### src/rtl/column_pkg.sv
// Shared types and constants for the LED column scheduler.
package column_pkg;

  localparam int unsigned NB_COLS_DEFAULT = 8;

  typedef enum logic [1:0] {
    IDLE  = 2'd0,
    REQ   = 2'd1,
    BLANK = 2'd2,
    DRIVE = 2'd3
  } sched_state_e;

  function automatic int unsigned max_u(input int unsigned a, input int unsigned b);
    return (a > b) ? a : b;
  endfunction

endpackage

### src/rtl/column_scheduler_cycle_timer.sv
// Loadable down-counter; done while the count sits at zero. Saturates, never wraps.
module cycle_timer #(
  parameter int unsigned W = 10
) (
  input  logic         clk,
  input  logic         rst,
  input  logic         i_load,
  input  logic [W-1:0] i_load_val,
  input  logic         i_dec,
  output logic         o_done_c
);

  logic [W-1:0] r_cnt;

  always_ff @(posedge clk) begin
    if (rst) begin
      r_cnt <= '0;
    end else if (i_load) begin
      r_cnt <= i_load_val;
    end else if (i_dec && (r_cnt != '0)) begin
      r_cnt <= r_cnt - W'(1);
    end
  end

  assign o_done_c = (r_cnt == '0);

endmodule

### src/rtl/column_scheduler.sv
// Per-slice column sequencer: request data, blank, then drive one column for a
// bounded time. A timed-out or overrun request spends one cycle with data_req low.
module column_scheduler
  import column_pkg::*;
#(
  parameter int unsigned NB_COLS      = NB_COLS_DEFAULT,
  parameter int unsigned DRIVE_CYCLES = 330,
  parameter int unsigned DEAD_CYCLES  = 4,
  parameter int unsigned ACK_TIMEOUT  = 1023
) (
  input  logic                       clk_33,
  input  logic                       rst,
  input  logic                       framebuffer_sync,
  input  logic                       data_ack,
  output logic                       data_req,
  output logic [$clog2(NB_COLS)-1:0] col_idx,
  output logic [NB_COLS-1:0]         mux_out,
  output logic                       busy,
  output logic                       overrun,
  output logic                       ack_timeout
);

  localparam int unsigned COL_W    = $clog2(NB_COLS);
  localparam int unsigned CNT_W    = $clog2(max_u(DRIVE_CYCLES, ACK_TIMEOUT) + 1);
  localparam int unsigned LAST_COL = NB_COLS - 1;

  sched_state_e       r_state;
  logic [COL_W-1:0]   r_col;
  logic [NB_COLS-1:0] r_mux;
  logic               r_req;
  logic               r_busy;
  logic               r_overrun;
  logic               r_ack_timeout;

  logic               w_done;
  logic               w_last;
  logic               w_start;
  logic               w_overrun;
  logic               w_tmr_load;
  logic [CNT_W-1:0]   w_tmr_val;
  logic               w_tmr_dec;

  // A sync on the last column's final drive cycle is a clean back-to-back start.
  always_comb begin
    w_last     = (r_col == COL_W'(LAST_COL));
    w_start    = framebuffer_sync &&
                 ((r_state == IDLE) || ((r_state == DRIVE) && w_done && w_last));
    w_overrun  = framebuffer_sync && !w_start;
    w_tmr_load = 1'b0;
    w_tmr_val  = '0;
    w_tmr_dec  = 1'b0;
    if (!w_overrun) begin
      if (w_start) begin
        w_tmr_load = 1'b1;
        w_tmr_val  = CNT_W'(ACK_TIMEOUT - 1);
      end else begin
        case (r_state)
          REQ: begin
            if (!r_req) begin
              w_tmr_load = 1'b1;
              w_tmr_val  = CNT_W'(ACK_TIMEOUT - 1);
            end else if (data_ack) begin
              w_tmr_load = 1'b1;
              w_tmr_val  = CNT_W'(DEAD_CYCLES - 1);
            end else begin
              w_tmr_dec = 1'b1;
            end
          end
          BLANK: begin
            if (w_done) begin
              w_tmr_load = 1'b1;
              w_tmr_val  = CNT_W'(DRIVE_CYCLES - 1);
            end else begin
              w_tmr_dec = 1'b1;
            end
          end
          DRIVE: begin
            if (w_done) begin
              w_tmr_load = 1'b1;
              w_tmr_val  = CNT_W'(ACK_TIMEOUT - 1);
            end else begin
              w_tmr_dec = 1'b1;
            end
          end
          default: ;
        endcase
      end
    end
  end

  cycle_timer #(.W(CNT_W)) u_timer (
    .clk       (clk_33),
    .rst       (rst),
    .i_load    (w_tmr_load),
    .i_load_val(w_tmr_val),
    .i_dec     (w_tmr_dec),
    .o_done_c  (w_done)
  );

  always_ff @(posedge clk_33) begin
    if (rst) begin
      r_state       <= IDLE;
      r_col         <= '0;
      r_mux         <= '0;
      r_req         <= 1'b0;
      r_busy        <= 1'b0;
      r_overrun     <= 1'b0;
      r_ack_timeout <= 1'b0;
    end else begin
      r_overrun     <= 1'b0;
      r_ack_timeout <= 1'b0;
      if (w_overrun) begin
        r_state   <= REQ;
        r_col     <= '0;
        r_mux     <= '0;
        r_req     <= 1'b0;
        r_busy    <= 1'b1;
        r_overrun <= 1'b1;
      end else if (w_start) begin
        r_state <= REQ;
        r_col   <= '0;
        r_mux   <= '0;
        r_req   <= 1'b1;
        r_busy  <= 1'b1;
      end else begin
        case (r_state)
          REQ: begin
            if (!r_req) begin
              r_req <= 1'b1;
            end else if (data_ack) begin
              r_req   <= 1'b0;
              r_state <= BLANK;
            end else if (w_done) begin
              r_req         <= 1'b0;
              r_ack_timeout <= 1'b1;
              if (w_last) begin
                r_state <= IDLE;
                r_col   <= '0;
                r_busy  <= 1'b0;
              end else begin
                r_col <= r_col + COL_W'(1);
              end
            end
          end
          BLANK: begin
            if (w_done) begin
              r_state <= DRIVE;
              r_mux   <= NB_COLS'(1) << r_col;
            end
          end
          DRIVE: begin
            if (w_done) begin
              r_mux <= '0;
              if (w_last) begin
                r_state <= IDLE;
                r_col   <= '0;
                r_busy  <= 1'b0;
              end else begin
                r_state <= REQ;
                r_col   <= r_col + COL_W'(1);
                r_req   <= 1'b1;
              end
            end
          end
          default: ;
        endcase
      end
    end
  end

  assign data_req    = r_req;
  assign col_idx     = r_col;
  assign mux_out     = r_mux;
  assign busy        = r_busy;
  assign overrun     = r_overrun;
  assign ack_timeout = r_ack_timeout;

endmodule
### config.mk
export PLATFORM = sky130hd
export DESIGN_NAME = column_scheduler
export DESIGN_NICKNAME = d
export VERILOG_FILES = /design/src/rtl/column_pkg.sv /design/src/rtl/column_scheduler_cycle_timer.sv /design/src/rtl/column_scheduler.sv
export SDC_FILE = /design/constraint.sdc
export NUM_CORES = 1
export LEC_CHECK = 0
export CORE_MARGIN = 2
export CORE_UTILIZATION = 50
export CTS_CLUSTER_DIAMETER = 150
export DETAILED_ROUTE_END_ITERATION = 10
export GPL_ROUTABILITY_DRIVEN = 0
export HOLD_SLACK_MARGIN = 0.05
export PLACE_DENSITY_LB_ADDON = 0.1
export REMOVE_ABC_BUFFERS = 1
export SYNTH_ARGS = -nofsm -noshare
export SYNTH_HDL_FRONTEND = slang
export SYNTH_SLANG_ARGS = --single-unit
### constraint.sdc
create_clock -name clk_33 -period 2 [get_ports clk_33]
set_clock_uncertainty 0.1 [all_clocks]
set_input_delay 0.3 -clock clk_33 [delete_from_list [all_inputs] [get_ports clk_33]]
set_output_delay 0.3 -clock clk_33 [all_outputs]
set_load 0.05 [all_outputs]
Word level (Yosys, flattened, before mapping)
Index checks and enable logic that the tools add are counted.

$add $sub $neg: 2. Eq/ne operators: 18. Shift-type cells: 1. Muxes and demuxes: 53. Bitwise logic cells: 2. Reductions and logical operators: 27.

Operators by type and width (count): $mux W10 (6); $pmux W10 S3 (1); $mux W1 (25); $mux W8 (2); $ne A4 B4 Y1 const B (4); $pmux W8 S2 (1); $mux W2 (7); $mux W3 (4); $ne A3 B3 Y1 const B (4); $reduce_and A3 Y1 (4); $reduce_and A6 Y1 (2); $logic_not A10 Y1 (1); $ne A5 B5 Y1 const B (2); $reduce_bool A10 Y1 (1); $sub A10 B1 Y10 const B (1); $mux W9 (1); $ne A2 B2 Y1 const B (4); $pmux W1 S2 (4); $shl A1 B3 Y8 const A (1); $pmux W2 S3 (1); $pmux W3 S2 (1); $reduce_bool A2 Y1 (3); $reduce_bool A3 Y1 (2); $reduce_or A6 Y1 (1); other kinds (13) (20).

Flip-flop bits (word level): 27. Output and inout port bits: 15. Word-level logic and storage cells: 112.

Logic depth before layout (Yosys ltp)
Gate-level depths: netlist of run 1.

Word-level depth: 11. Mapped depth: 8. Mapped depth without buffers: 7.

Cells and area by module
Synthesis of run 1 repeated with hierarchy kept, for this count alone.

Cells, all modules: 180. Area, all modules: 1550.2 µm².

Modules (own cells, without submodules): column_scheduler (instances 1, cells each 108, area each 923.4 µm²); cycle_timer (instances 1, cells each 72, area each 626.9 µm²).

Least setup slack after synthesis of run 1
No wires, ideal clock.

Kind: register -> register. Start point: reg r_col[1] (netlist: col_idx[1]). End point: reg u_timer.r_cnt[5]. Library setup time: 0.070 ns. Data arrival time: 1.933 ns. Data required time: 1.830 ns. Slack: -0.103 ns. Stages on the path, launching flop included: 8. Period minus slack after synthesis: 2.103 ns. Path through: dfxtp_1 > ha_1 > ha_1 > nand4_1 > nor4_4 > a21oi_2 > a211o_1 > a21oi_1.

Longest elaborated chain between the ends: 9. Elaborated cells between the ends (all ways): 15. Those cells by class: eq/ne: 1; mux: 7; reduce/logical: 7.

Ends and longest elaborated chain: start: declaration (line column_scheduler.sv:28) `logic [COL_W-1:0] r_col;`; start signal: assignment (line column_scheduler.sv:141) `r_col <= r_col + COL_W'(1);`; start signal: assignment (line column_scheduler.sv:160) `r_col <= r_col + COL_W'(1);`; $eq A3 B3 Y1 (*) (line column_scheduler.sv:45) `w_last = (r_col == COL_W'(LAST_COL));`; $logic_and A1 B1 Y1 (*) (line column_scheduler.sv:47) `((r_state == IDLE) || ((r_state == DRIVE) && w_done && w_last));`; $logic_or A1 B1 Y1 (*) (line column_scheduler.sv:47); $logic_and A1 B1 Y1 (*) (line column_scheduler.sv:46) `w_start = framebuffer_sync &&`; $logic_not A1 Y1 (line column_scheduler.sv:48) `w_overrun = framebuffer_sync && !w_start;`; $logic_and A1 B1 Y1 (line column_scheduler.sv:48); $mux W1 (line column_scheduler.sv:52) `if (!w_overrun) begin`; $logic_and A1 B1 Y1 (line column_scheduler_cycle_timer.sv:20) `end else if (i_dec && (r_cnt != '0)) begin`; $reduce_bool A2 Y1 (no source line); end signal: assignment (line column_scheduler_cycle_timer.sv:19) `r_cnt <= i_load_val;`; end signal: assignment (line column_scheduler_cycle_timer.sv:21) `r_cnt <= r_cnt - W'(1);`; end: declaration (line column_scheduler_cycle_timer.sv:13) `logic [W-1:0] r_cnt;`.

Every way passes the cells marked *; elsewhere a longest branch is shown, timed or not. A chain may end at the register's enable or synchronous reset.

Final worst setup path of run 1
Start point: reg u_timer.r_cnt[1]. End point: reg u_timer.r_cnt[9].

Longest elaborated chain between the ends: 10. Elaborated cells between the ends (all ways): 25. Those cells by class: add/sub: 1; mux: 14; reduce/logical: 10.

Ends and longest elaborated chain: branches (longest 10 deep; another with $sub A10 B1 Y10).

Several ways; the timed one is not identified. The select of a mux whose other input is x is not followed.

==> summary.txt, run 1 <==
CLOCK NETWORK
----------------------------------------------------------------------------------
CTS buffer count                                                                 3
Clock root buffer                                                     sky130_fd_sc_hd__clkbuf_4
CTS tree                                                                      done
Number of levels the H-tree was split into                                       1
Deepest clock path buffer count                                                  2
Clock-pin slew on the worst setup and hold paths                            160 ps
Hold-fix buffers at CTS                                                          0
Total number of clock tree sinks                                                27
Clock latency on the worst-skew pair                                        350 ps

CELLS AND AREA
----------------------------------------------------------------------------------
Share of final-layout standard cells stronger than drive strength 1          35.8%
Diodes inserted                                                                  0
Utilization after layout                                                     74.5%
Layout Area Growth over Synthesis                                            40.6%
Final cell area excluding filler cells                                 0.00229 mm2
Final nets                                                                     259

RUN
----------------------------------------------------------------------------------
Number of maximum-capacitance violations                                         0

YOSYS
----------------------------------------------------------------------------------
Total of flip-flops plus latches after synthesis                                27
Post-Synthesis Cell Area                                               0.00163 mm2
Number of cells produced by synthesis                                          197
Synth warn                                                                       0
Flip-flop cell with the highest count after synthesis                 sky130_fd_sc_hd__dfxtp_1
Cell types with the largest area share after synthesis                sky130_fd_sc_hd__dfxtp_1, sky130_fd_sc_hd__a21oi_1, sky130_fd_sc_hd__ha_1
Fraction of the yosys area taken by sequential cells                         33.1%
Post-synthesis cell type with the largest combined area               sky130_fd_sc_hd__dfxtp_1
Number of enable flip-flop cells after synthesis                                 0
Most frequent cell after synthesis                                    sky130_fd_sc_hd__dfxtp_1
Share of the synthesized area in the top cell type                           33.1%
Number of different library cells in the post-synthesis netlist                 49
Mapped Avg Cell Area                                                      8.28 um2
List of most frequent post-synthesis cells                            sky130_fd_sc_hd__dfxtp_1, sky130_fd_sc_hd__nand2_1, sky130_fd_sc_hd__a21oi_1, sky130_fd_sc_hd__inv_1, sky130_fd_sc_hd__nor2_1
FFs w/ async S/R, synth                                                         0%

GRT
----------------------------------------------------------------------------------
Total gr overflow                                                                0
Maximum number of pins on one net before global-route repair                    17
First-pass GRT wire length                                                 7.70 mm
Number of global-route vias before repair                                     1631
Number of antenna violations at the first check in global routing                0
Tot GR Track Use                                                             27.9%

DRT
----------------------------------------------------------------------------------
Total detailed-routing wirelength                                          5.09 mm
DRC Markers                                                                      0
Detail Route Antenna Nets                                                        0
1st-iter DRT viols                                                             229
Via count                                                                     1766
First drt pass iteration count                                                   4
Routed wirelength normalized by instance count                             17.6 um
Via/cell ratio                                                                6.09

TIMING
----------------------------------------------------------------------------------
Finish-stage setup viols                                                         1
Setup repair after global routing missed its margin                           true
Final critical-path required period                                        2030 ps
Maximum operating frequency                                              0.493 GHz
Count of final max-slew check failures                                           0
Final Hold Violating Endpoints                                                   0
Setup slack after layout                                                  -27.4 ps
Period utilisation layout                                                     101%
Slew margin rel.                                                             66.7%
Measured slew at the worst slew-check pin                                   498 ps

POWER AND IR DROP
----------------------------------------------------------------------------------
Worst IR drop on VDD                                                      0.587 mV
Leakage power total                                                       0.833 nW
Pwr dens                                                                564 mW/mm2

OUTCOME
----------------------------------------------------------------------------------
Status                                                                finished with violations
Violations in the final reports                                       negative setup slack

PLACED DESIGN
----------------------------------------------------------------------------------
Placed cell area                                                       0.00201 mm2
Port-buffer cells                                                               18
Detailed placer's ending HPWL                                              3.41 mm

FLOORPLAN
----------------------------------------------------------------------------------
Initial Util                                                                 53.0%
Width of the die                                                           61.1 um
Total I/O pin count                                                             19
Core outline area                                                      0.00308 mm2
Die height                                                                 61.1 um
Number of standard-cell rows in the floorplan                                   20
Die Outline Area                                                       0.00374 mm2

SETUP PATH
----------------------------------------------------------------------------------
Endpoint kind of the worst setup timing path                              register
Crit start category                                                       register
Arrival time at the worst endpoint                                         2190 ps
Crit path required time                                                    2160 ps
Crit Path Category                                                         reg2reg
Maximum fanout count along the critical path                                     3

HOLD PATH
----------------------------------------------------------------------------------
Class of the worst hold path                                               reg2reg

[state kept, by name, indices dropped and copies added, names as in the netlist]
register       count
col_idx            3
ack_timeout        1
mux_out            8
u_timer.r_cnt     10
busy               1
r_state            2
data_req           1
overrun            1
[cell type report]
class,count,area (um2)
clock buffers,3,22.5
clock inverters,1,7.51
fillers,247,785
inverters,15,56.3
multi-input cells,147,1150
flip-flops and latches,27,547
well taps,44,55.1
repair buffers,53,455
[layer usage]
metal  share of wire, %  up-vias  wire length [um]  GRT usage, %
met5                  0        -                 0             0
met4                1.7        0                87          9.01
met3                8.8       10               449          4.20
met2                 48       89              2470          44.1
met1                 41      843              2090          39.1
li1                   -      824                 -             -
[worst max-delay path, stage by stage (launching register included)]
cell and delay, ps:
sky130_fd_sc_hd__dfxtp_2 370, sky130_fd_sc_hd__inv_2 50, sky130_fd_sc_hd__ha_4 150, sky130_fd_sc_hd__nor4b_4 130, sky130_fd_sc_hd__buf_4 150, sky130_fd_sc_hd__a41o_1 270, sky130_fd_sc_hd__a221o_2 410, sky130_fd_sc_hd__a32oi_2 250
sky130_fd_sc_hd__a2111oi_4 70
[metrics by stage]
step	hold slack [ps]	setup TNS (ps)	cells	power [mW]	worst slack, ps
after floorplan	269	-647	189	0.818	-156
after global placement	339	-111	280	0.937	-44.5
after detailed placement	346	-591	280	0.948	-118
after CTS	368	-178	285	1.21	-46.8
after global routing	383	-347	290	1.35	-88.2
final	367	-27.4	290	1.29	-27.4
[where the power goes]
group          leakage, nW  switching [mW]  internal (mW)
Combinational        0.596           0.223          0.181
Clock               0.0139           0.191         0.0771
Sequential           0.223          0.0506          0.570
[final timing paths]
kind | start | end | slack [ps] | cells past startpoint
max | u_timer.r_cnt[1] | u_timer.r_cnt[9] | -30 | 8
min | mux_out[5] | mux_out[5] | 370 | 2
max reg2reg | u_timer.r_cnt[1] | u_timer.r_cnt[9] | -30 | 8
min reg2reg | mux_out[5] | mux_out[5] | 370 | 2
[placed cells by master, fill, tap and decap left out, drive strengths merged]
cell type      count
nor4               7
mux2i              1
nand2b             1
nand3             12
or3                2
nor3               7
clkbuf             3
or4b               2
a2111oi            1
a31oi              3
or2                2
a211oi             6
nand4              5
a32oi              2
a21o               1
inv               15
o22ai              6
a221o              2
dlymetal6s2s       1
nor2b              2
o211ai             1
o21ai              3
clkdlybuf4s50     14
clkinvlp           1
a311oi             2
nand3b             2
buf               36
and3               2
nand2             22
dfxtp             27
a21oi             24
nor4b              1
o31ai              2
a211o              1
a41o               2
nor2              13
nor3b              1
nand4b             1
dlygate4sd2        2
ha                 8
[cells by family (layout without fill, tap and decap cells)]
kind of cell,after synthesis,after routing,share of synthesized area [%]
compound gates,56,56,23.5
fa+ha+maj,8,8,6.14
buf+inv,23,72,7.59
flops,27,27,33.1
mux,1,1,0.614
simple gates,82,82,29.0
[timing repair]
| item | CTS | global route |
|---|---|---|
| setup endpoints to repair | 13 | 25 |
| resized for setup | 10 | 43 |
| pin swaps | 3 | 11 |
| setup buffers | 1 | 5 |
Note: power is estimated with default switching activity, not from simulation.
==> run 2: changes to the inputs <==
--- a/config.mk
+++ b/config.mk
@@ -6,7 +6,7 @@
 export NUM_CORES = 1
 export LEC_CHECK = 0
 export CORE_MARGIN = 2
-export CORE_UTILIZATION = 50
+export CORE_UTILIZATION = 49
 export CTS_CLUSTER_DIAMETER = 150
 export DETAILED_ROUTE_END_ITERATION = 10
 export GPL_ROUTABILITY_DRIVEN = 0
@@ -15,4 +15,5 @@
 export REMOVE_ABC_BUFFERS = 1
 export SYNTH_ARGS = -nofsm -noshare
 export SYNTH_HDL_FRONTEND = slang
+export SYNTH_HIERARCHICAL = 1
 export SYNTH_SLANG_ARGS = --single-unit
==> run 2 against run 1 <==
- the run still ends with negative setup slack left
- sequential power is 5.3% lower
- critical endpoint is now u_timer/r_cnt[5]
- sequential share of layout area is 1.1 points lower
- flip-flop and latch count stayed put
- hold slack better by 4.5 ps
- global-route usage is 0.42 points higher
- largest power group unchanged
==> summary.txt, run 2 <==
SETUP PATH
----------------------------------------------------------------------------------
Maximum fanout count along the critical path                                     6
Crit start category                                                       register
Crit-path cells                                                       inv_2 > ha_4 > or4b_4 > nor3_4 > o22a_1 > nor2_4 > nor3b_4 > nand2_2 > buf_6 > o21ai_2 > a311oi_2
Crit path required time                                                    2170 ps
Endpoint kind of the worst setup timing path                              register
Arrival time at the worst endpoint                                         2590 ps
Slowest stage delay, CP                                                     480 ps
Crit Path Category                                                         reg2reg
Worst setup path startpoint                                           u_timer/r_cnt[0]
Slowest cell on crit path                                             sky130_fd_sc_hd__or4b_4
R2R Path Start                                                        u_timer/r_cnt[0]

DRT
----------------------------------------------------------------------------------
Via/cell ratio                                                                5.59
Detail Route Antenna Nets                                                        0
Total detailed-routing wirelength                                          4.70 mm
1st-iter DRT viols                                                              92
Via count                                                                     1633
Routed wirelength normalized by instance count                             16.1 um
First drt pass iteration count                                                   4
DRC Markers                                                                      0

POWER AND IR DROP
----------------------------------------------------------------------------------
Total net switching power                                                 0.424 mW
Pwr dens                                                                543 mW/mm2
Worst IR drop on VDD                                                      0.395 mV
Proportion of power drawn by combinational gates                             35.5%
Cell internal pwr                                                         0.870 mW
Sequential fraction of design power                                          45.4%
Power share of the clock group                                               19.1%
Leakage power total                                                       0.928 nW
Share of total power consumed by net switching                               32.8%

CLOCK NETWORK
----------------------------------------------------------------------------------
Number of levels the H-tree was split into                                       1
Clock latency on the worst-skew pair                                        340 ps
Clock-pin slew on the worst setup and hold paths                            150 ps
Clock root buffer                                                     sky130_fd_sc_hd__clkbuf_4
Hold-fix buffers at CTS                                                          0
CTS buffer count                                                                 3
CTS tree                                                                      done
Total number of clock tree sinks                                                27
Deepest clock path buffer count                                                  2

YOSYS
----------------------------------------------------------------------------------
Post-Synthesis Cell Area                                               0.00155 mm2
FFs w/ async S/R, synth                                                         0%
List of most frequent post-synthesis cells                            sky130_fd_sc_hd__dfxtp_1, sky130_fd_sc_hd__nand2_1, sky130_fd_sc_hd__nor2_1, sky130_fd_sc_hd__a21oi_1, sky130_fd_sc_hd__inv_1
Cell types with the largest area share after synthesis                sky130_fd_sc_hd__dfxtp_1, sky130_fd_sc_hd__ha_1, sky130_fd_sc_hd__a21oi_1
Total of flip-flops plus latches after synthesis                                27
Most frequent cell after synthesis                                    sky130_fd_sc_hd__dfxtp_1
Number of enable flip-flop cells after synthesis                                 0
Mapped Avg Cell Area                                                      8.61 um2
Share of the synthesized area in the top cell type                           34.9%
Synth warn                                                                       6
Flip-flop cell with the highest count after synthesis                 sky130_fd_sc_hd__dfxtp_1
Fraction of the yosys area taken by sequential cells                         34.9%
Number of cells produced by synthesis                                          180
Post-synthesis cell type with the largest combined area               sky130_fd_sc_hd__dfxtp_1
Number of different library cells in the post-synthesis netlist                 52

FLOORPLAN
----------------------------------------------------------------------------------
Width of the die                                                           60.2 um
Die Outline Area                                                       0.00363 mm2
Number of standard-cell rows in the floorplan                                   20
Initial Util                                                                 51.2%
Die height                                                                 60.2 um
Core outline area                                                      0.00303 mm2
Total I/O pin count                                                             19

GRT
----------------------------------------------------------------------------------
Maximum number of pins on one net before global-route repair                    16
Tot GR Track Use                                                             28.3%
First-pass GRT wire length                                                 7.62 mm
Total gr overflow                                                                0
Number of antenna violations at the first check in global routing                0
Number of global-route vias before repair                                     1679

TIMING
----------------------------------------------------------------------------------
Setup repair after global routing missed its margin                           true
Count of final max-slew check failures                                           0
Finish-stage setup viols                                                        27
Final Hold Violating Endpoints                                                   0
Measured slew at the worst slew-check pin                                   513 ps
Setup slack after layout                                                   -419 ps
Slew margin rel.                                                             65.5%
Maximum operating frequency                                              0.413 GHz
Period utilisation layout                                                     121%
Final critical-path required period                                        2420 ps

CELLS AND AREA
----------------------------------------------------------------------------------
Cell Count, Final, Fillers Out                                                 292
Final cell area excluding filler cells                                 0.00238 mm2
Leading cell type in the layout, fill and taps excluded               sky130_fd_sc_hd__buf_4
Layout filler cell count                                                       202
Diodes inserted                                                                  0
Layout Area Growth over Synthesis                                            53.8%
Share of final-layout standard cells stronger than drive strength 1          43.5%
Top register by number of flip-flops                                  u_timer/r_cnt
Commonest cells after routing, fill and taps aside                    sky130_fd_sc_hd__buf_4, sky130_fd_sc_hd__dfxtp_1, sky130_fd_sc_hd__nor2_1
Final nets                                                                     260
Register Area                                                              543 um2
Max reg flops                                                                   10
Area of the multi-input gates                                          0.00107 mm2

OUTCOME
----------------------------------------------------------------------------------
Violations in the final reports                                       negative setup slack
Status                                                                finished with violations

PLACED DESIGN
----------------------------------------------------------------------------------
Number of cells after detailed placement                                       279
Detailed placer's ending HPWL                                              3.19 mm
Port-buffer cells                                                               18
Placed cell area                                                       0.00208 mm2

RUN
----------------------------------------------------------------------------------
Number of maximum-capacitance violations                                         0

HOLD PATH
----------------------------------------------------------------------------------
Class of the worst hold path                                               reg2reg
Beginning of the worst hold path                                        mux_out[4]

run 2: cell types whose count changed after synthesis, sizes merged, moves of 4 or more:
| cell | previous run | this run |
|---|---|---|
| a21oi | 24 | 14 |
| mux2i | 1 | 5 |
| nand2 | 22 | 16 |
| nand3 | 12 | 6 |
| nor3 | 7 | 3 |
| nor4 | 7 | 2 |
| o22ai | 6 | 0 |
run 2: power by group through the flow:
stage | clock (mW) | sequential (mW) | combinational (mW)
finish | 0.247 | 0.587 | 0.460
global route | 0.280 | 0.591 | 0.489
floorplan | 0 | 0.626 | 0.153
detailed placement | 0 | 0.597 | 0.357
CTS | 0.252 | 0.587 | 0.427
global placement | 0 | 0.596 | 0.341
run 2: logic make-up (layout without fill, tap and decap cells):
family / after synthesis / after routing / share of synthesized area (%)
compound gates: 44 / 44 / 21.5
mux: 5 / 5 / 3.23
simple gates: 73 / 73 / 27.0
fa+ha+maj: 7 / 7 / 5.65
flops: 27 / 27 / 34.9
buf+inv: 23 / 91 / 7.18
xor+xnor: 1 / 1 / 0.565
run 2: area by class of cell:
type	instances	area share, %
clock buffers	3	0.944
clock inverters	1	0.210
inverters	12	1.89
multi-input cells	130	45.0
flip-flops and latches	27	22.8
well taps	44	2.31
repair buffers	75	26.9
run 2: layer usage:
layer  part of all wire [%]  vias to the layer above  GRT usage, %
met5                      0                        -             0
met2                     54                       36          52.0
met4                    3.3                        0          13.0
met1                     40                      788          32.5
li1                       -                      794             -
met3                    3.6                       15          2.81
run 2: what timing repair did:
action,4_1_cts,5_1_grt
setup buffers,8,4
pin swaps,28,12
gates resized for setup,45,16
endpoints found under the hold margin,0,0
endpoints found under the setup margin,30,28
run 2: final timing paths:
| path | cells after the start | slack [ps] | end |
|---|---|---|---|
| max reg2reg | 11 | -420 | u_timer/r_cnt[5] |
| min reg2reg | 2 | 370 | mux_out[4] |
| max | 11 | -420 | u_timer/r_cnt[5] |
| min | 2 | 370 | mux_out[4] |
run 2: through the flow:
| step | setup WS [ps] | util [%] | setup TNS (ps) | hold slack (ps) | power [mW] |
|---|---|---|---|---|---|
| CTS | -453 | 76.3 | -6480 | 365 | 1.27 |
| global route | -521 | 78.8 | -9380 | 390 | 1.36 |
| floorplan | -1060 | - | -12790 | 265 | 0.779 |
| detailed placement | -635 | 68.6 | -9280 | 343 | 0.954 |
| global placement | -541 | 68.6 | -6230 | 344 | 0.937 |
| finish | -419 | 78.8 | -6700 | 371 | 1.29 |
run 2: worst max-delay path, delay by kind of cell, from the launching register on:
| kind | cells | cell delay [ps] |
|---|---|---|
| flops | 1 | 350 |
| buf+inv | 2 | 170 |
| compound gates | 3 | 530 |
| simple gates | 5 | 1080 |
| fa+ha+maj | 1 | 120 |
==> run 3: changes to the inputs <==
--- a/config.mk
+++ b/config.mk
@@ -10,7 +10,6 @@
 export CTS_CLUSTER_DIAMETER = 150
 export DETAILED_ROUTE_END_ITERATION = 10
 export GPL_ROUTABILITY_DRIVEN = 0
-export HOLD_SLACK_MARGIN = 0.05
 export PLACE_DENSITY_LB_ADDON = 0.1
 export REMOVE_ABC_BUFFERS = 1
 export SYNTH_ARGS = -nofsm -noshare
==> results of run 3 <==
Final layout, timing and power as in run 2 (identical DEF).
